### src/rtl/l2_cache_control.sv
// Control FSM for the 8-way, 8-set L2 cache datapath: tag lookup, hit
// completion with write merge, PLRU victim writeback and line fill.

package l2_cache_control_pkg;

  typedef enum logic [3:0] {
    cpu,
    dirty_0_write,
    dirty_1_write,
    dirty_2_write,
    dirty_3_write,
    dirty_4_write,
    dirty_5_write,
    dirty_6_write,
    dirty_7_write
  } pmem_addr_mux_sel_t;

  typedef enum logic {
    cacheline_adaptor,
    bus_adaptor
  } data_in_mux_sel_t;

  typedef enum logic [1:0] {
    idle,
    load_mem,
    cpu_write
  } data_write_en_mux_sel_t;

  typedef enum logic [2:0] {
    IDLE,
    TAG,
    COMPARE,
    WRITEBACK,
    FILL
  } state_t;

endpackage

module l2_cache_control
  import l2_cache_control_pkg::*;
(
  input  logic                   clk,
  input  logic                   rst,
  input  logic                   mem_read,
  input  logic                   mem_write,
  output logic                   mem_resp,
  output logic                   pmem_read,
  output logic                   pmem_write,
  input  logic                   pmem_resp,
  input  logic                   hit,
  input  logic [7:0]             way_hit,
  input  logic [7:0]             valid_out,
  input  logic [7:0]             dirty_out,
  input  logic [2:0]             plru,
  output logic [7:0]             way_load,
  output logic [7:0]             valid_load,
  output logic [7:0]             valid_in,
  output logic [7:0]             dirty_load,
  output logic [7:0]             dirty_in,
  output logic                   lru_load,
  output logic [2:0]             mru,
  output logic [2:0]             way_sel,
  output pmem_addr_mux_sel_t     pmem_address_sel,
  output data_in_mux_sel_t       way_data_in_sel [8],
  output data_write_en_mux_sel_t way_write_en_sel [8],
  output logic [31:0]            hit_count,
  output logic [31:0]            miss_count
);

  state_t      state;
  logic [2:0]  victim;
  logic [2:0]  hit_way;

  // Lowest set bit of the hit vector picks the hit way (0 when nothing hits)
  always_comb begin
    hit_way = 3'd0;
    for (int i = 7; i >= 0; i--) begin
      if (way_hit[i]) hit_way = 3'(i);
    end
  end

  // State, victim latch and saturating hit/miss counters
  always_ff @(posedge clk or posedge rst) begin
    if (rst) begin
      state      <= IDLE;
      victim     <= 3'd0;
      hit_count  <= 32'd0;
      miss_count <= 32'd0;
    end else begin
      case (state)
        IDLE: begin
          if (mem_read | mem_write) state <= TAG;
        end
        TAG: begin
          state <= COMPARE;
        end
        COMPARE: begin
          if (hit) begin
            if (hit_count != 32'hFFFF_FFFF) hit_count <= hit_count + 32'd1;
            state <= IDLE;
          end else begin
            victim <= plru;
            if (miss_count != 32'hFFFF_FFFF) miss_count <= miss_count + 32'd1;
            if (valid_out[plru] & dirty_out[plru]) state <= WRITEBACK;
            else                                   state <= FILL;
          end
        end
        WRITEBACK: begin
          if (pmem_resp) state <= FILL;
        end
        FILL: begin
          if (pmem_resp) state <= TAG;
        end
        default: begin
          state <= IDLE;
        end
      endcase
    end
  end

  // Datapath selects and strobes; array writes happen in the same cycle as the
  // hit or memory response that triggers them
  always_comb begin
    mem_resp         = 1'b0;
    pmem_read        = 1'b0;
    pmem_write       = 1'b0;
    way_load         = 8'd0;
    valid_load       = 8'd0;
    valid_in         = 8'd0;
    dirty_load       = 8'd0;
    dirty_in         = 8'd0;
    lru_load         = 1'b0;
    mru              = hit_way;
    way_sel          = hit_way;
    pmem_address_sel = cpu;
    for (int i = 0; i < 8; i++) begin
      way_data_in_sel[i]  = cacheline_adaptor;
      way_write_en_sel[i] = idle;
    end

    case (state)
      COMPARE: begin
        if (hit) begin
          mem_resp = 1'b1;
          lru_load = 1'b1;
          if (mem_write) begin
            way_data_in_sel[hit_way]  = bus_adaptor;
            way_write_en_sel[hit_way] = cpu_write;
            dirty_load[hit_way]       = 1'b1;
            dirty_in[hit_way]         = 1'b1;
          end
        end
      end
      WRITEBACK: begin
        pmem_write       = 1'b1;
        pmem_address_sel = pmem_addr_mux_sel_t'({1'b0, victim} + 4'd1);
        way_sel          = victim;
      end
      FILL: begin
        pmem_read = 1'b1;
        if (pmem_resp) begin
          way_write_en_sel[victim] = load_mem;
          way_load[victim]         = 1'b1;
          valid_load[victim]       = 1'b1;
          valid_in[victim]         = 1'b1;
          dirty_load[victim]       = 1'b1;
        end
      end
      default: begin
      end
    endcase
  end

endmodule

### config.mk
export PLATFORM = sky130hd
export DESIGN_NAME = l2_cache_control
export DESIGN_NICKNAME = d
export VERILOG_FILES = /design/src/rtl/l2_cache_control.sv
export SDC_FILE = /design/constraint.sdc
export NUM_CORES = 1
export LEC_CHECK = 0
export CAP_MARGIN = 40
export CORE_ASPECT_RATIO = 1.75
export CORE_MARGIN = 3
export CORE_UTILIZATION = 39
export DETAILED_ROUTE_END_ITERATION = 8
export PLACE_DENSITY = 0.8
export SLEW_MARGIN = 10
export SYNTH_ARGS = -nofsm -noshare
export SYNTH_HDL_FRONTEND = slang
export SYNTH_SLANG_ARGS = --single-unit
export TNS_END_PERCENT = 50
### constraint.sdc
create_clock -name clk -period 1.9 [get_ports clk]
set_input_delay 0.285 -clock clk [delete_from_list [all_inputs] [get_ports clk]]
set_output_delay 0.285 -clock clk [all_outputs]
set_load 0.05 [all_outputs]
==> metrics.txt <==
Mean Syn Cell Area 9.30 um2; post-route ant nets 0; clock slew at reported path FFs 60 ps; RSZ-0062 raised after global routing true; Hold Crit Class in2async; crit end category primary output; CTS buffer count 9; outcome finished with violations; Final #Nets 718; gr ovfl total 0; chip width 83.3 um; Initial Utilization 40.6%; initial antenna violation count 0; power density over the cells 787 nW/um2; worst vdd ir 0.000766 V; die height 141 um; vias per cell 5.58; core area 10,000 um2; fillers 466; Min Clock Period, post-route 2300 ps; crit path kind reg2out; Tcrit/Tclk final 121%; Synth Cell Area 4080 um2; crit path max fanout 6; Synth area leader dfrtp_1; gpl congestion 0.919; share of cells above drive strength 1 54.1%; CP startpoint kind flop; sequential area share after synthesis 43.0%; number of port buffers 174; count of different cell masters after synthesis 46; failing checks setup timing; Yosys top cell area share 43.0%; Worst Path Required 1620 ps; Max Cap Violations 0; Reg area 1810 um2; Hold Fails Final Rpt 0; worst rel slew slack 56.8%; most common cell in the netlist dfrtp_1; TritonCTS clock tree yes; largest net degree at the start of global routing 71; crit path DAT 2020 ps; Primary FF master, synth dfrtp_1; hpwl dp 11.4 mm; FF+latch count, synth 70; drt total wl 17.0 mm; Routed wire per std cell 20.9 um; clk_skew 12.1 ps; Syn Inst Count 438; Final setup viols 115; Area Overhead vs Synth 107%; Tot GR Track Use 25.9%; DRT Pass-1 Iters 4; die area 11,800 um2; Rows 48; CTS Sinks 70; Final Core Density 84.1%; worst hold slack 366 ps; Area contributors post-synth dfrtp_1 (43%), xnor2_1 (10%), nand4_1 (5.8%); Mapped Nets 474; TNS Setup -27,060 ps; Yosys warnings 0; setup ws final -401 ps; DRC viols 0; Post-synth ARST share 100%; number of vias in the routed layout 4,532; number of synthesized flops with an enable pin 0; FMAX 0.435 GHz; CTS H-tree lvls 3; IO Pins 175; hold buffers post-CTS 0; reg2reg path depth 10; clk buf depth 2; ant diodes 0; most frequent cells after synthesis dfrtp_1 (70), xnor2_1 (47), nand2_1 (44), nor2_1 (42), nand4_1 (38); Final Max Tran Viols 0; vias in the first global route 4,687; global-route wire length before repair 24.4 mm; root buf cell clkbuf_16; area occupied by multi-input gates 2740 um2; Slew @ Worst Pin 648 ps; P_leak 0.00359 uW; worst skew pair latency 330 ps; Iter 0 DRT Violations 269
cells by family (layout without fill, tap and decap cells):
family / Yosys count / after routing / synth area share, %
AO/OA/AOI/OAI: 27 / 27 / 4.39
adder cells (fa/ha/maj): 3 / 3 / 0.921
AND/OR/NAND/NOR: 222 / 222 / 29.4
XOR/XNOR: 62 / 62 / 13.5
multiplexers: 3 / 3 / 1.11
buffers and inverters: 51 / 300 / 7.71
flip-flops: 70 / 70 / 43.0
cell type report:
type	instances	share of cell area (%)
clock buffers	9	2.67
repair buffers	273	39.5
flip-flops and latches	70	21.5
clock inverters	7	1.44
well taps	125	1.86
multi-input cells	317	32.5
inverters	11	0.519
report_power, final:
group | leakage, uW | internal (uW) | switching [uW]
clock network | 0.000170 | 1290 | 656
registers | 0.000881 | 1650 | 208
logic | 0.00254 | 1230 | 1600
metrics by stage:
step           worst slack [ps]  cell area [um2]  cells  power (uW)
4_1_cts                    -420             8100    803        6350
2_1_floorplan              -704             4660    438        3210
5_1_grt                    -494             8430    812        6860
3_3_place_gp               -418             7490    775        4180
6_report                   -401             8430    812        6630
3_5_place_dp               -495             7490    775        4250
final timing paths:
kind                                            from                         end  slack [ps]
setup / recovery                state[0]$_DFFE_PP0P_               dirty_load[0]        -400
hold / removal                                   rst   hit_count[21]$_DFFE_PP0P_         370
setup reg to reg                state[0]$_DFFE_PP0P_  miss_count[17]$_DFFE_PP0P_        -380
hold reg to reg            hit_count[23]$_DFFE_PP0P_   hit_count[23]$_DFFE_PP0P_         490
max in group asynchronous                        rst  miss_count[14]$_DFFE_PP0P_        1190
min in group clk           hit_count[23]$_DFFE_PP0P_   hit_count[23]$_DFFE_PP0P_         490
state kept, by name, summed over array words and instances, names as in the netlist:
signal	cells
hit_count	32
miss_count	32
state	3
victim	3
what timing repair did:
item | CTS | global route
setup endpoints to repair | 107 | 124
pin swaps | 40 | 29
buffers inserted | 12 | 10
gates resized for setup | 76 | 61
worst max-delay path, cell delays in order, from the launching register on:
cell      delay [ps]
dfrtp_1          390
buf_6            130
nor3b_4          170
nand2_1          100
or2_4            300
nor3_4           270
o21bai_4         190
buf_12           150
layout by cell type, fill, tap and decap left out, types with 12 or more instances in the layout:
cell type,Yosys,routed
nand4_1,38,38
buf_12,0,76
nor2_1,42,13
xnor2_1,47,45
xor2_1,14,14
buf_4,26,86
dfrtp_2,0,47
nand3_1,31,25
nand2_1,44,36
and3_1,13,12
dfrtp_1,70,23
buf_6,3,34
clkdlybuf4s50_1,0,59
nor2_4,0,28
metal layers:
metal / routed length (um) / vias up / GRT usage, %
li1: - / 2021 / -
met1: 5720 / 2217 / 25.5
met2: 9580 / 241 / 50.3
met5: 0 / - / 0
met4: 740 / 0 / 14.6
met3: 937 / 53 / 4.09
Note: power is estimated with default switching activity, not from simulation.
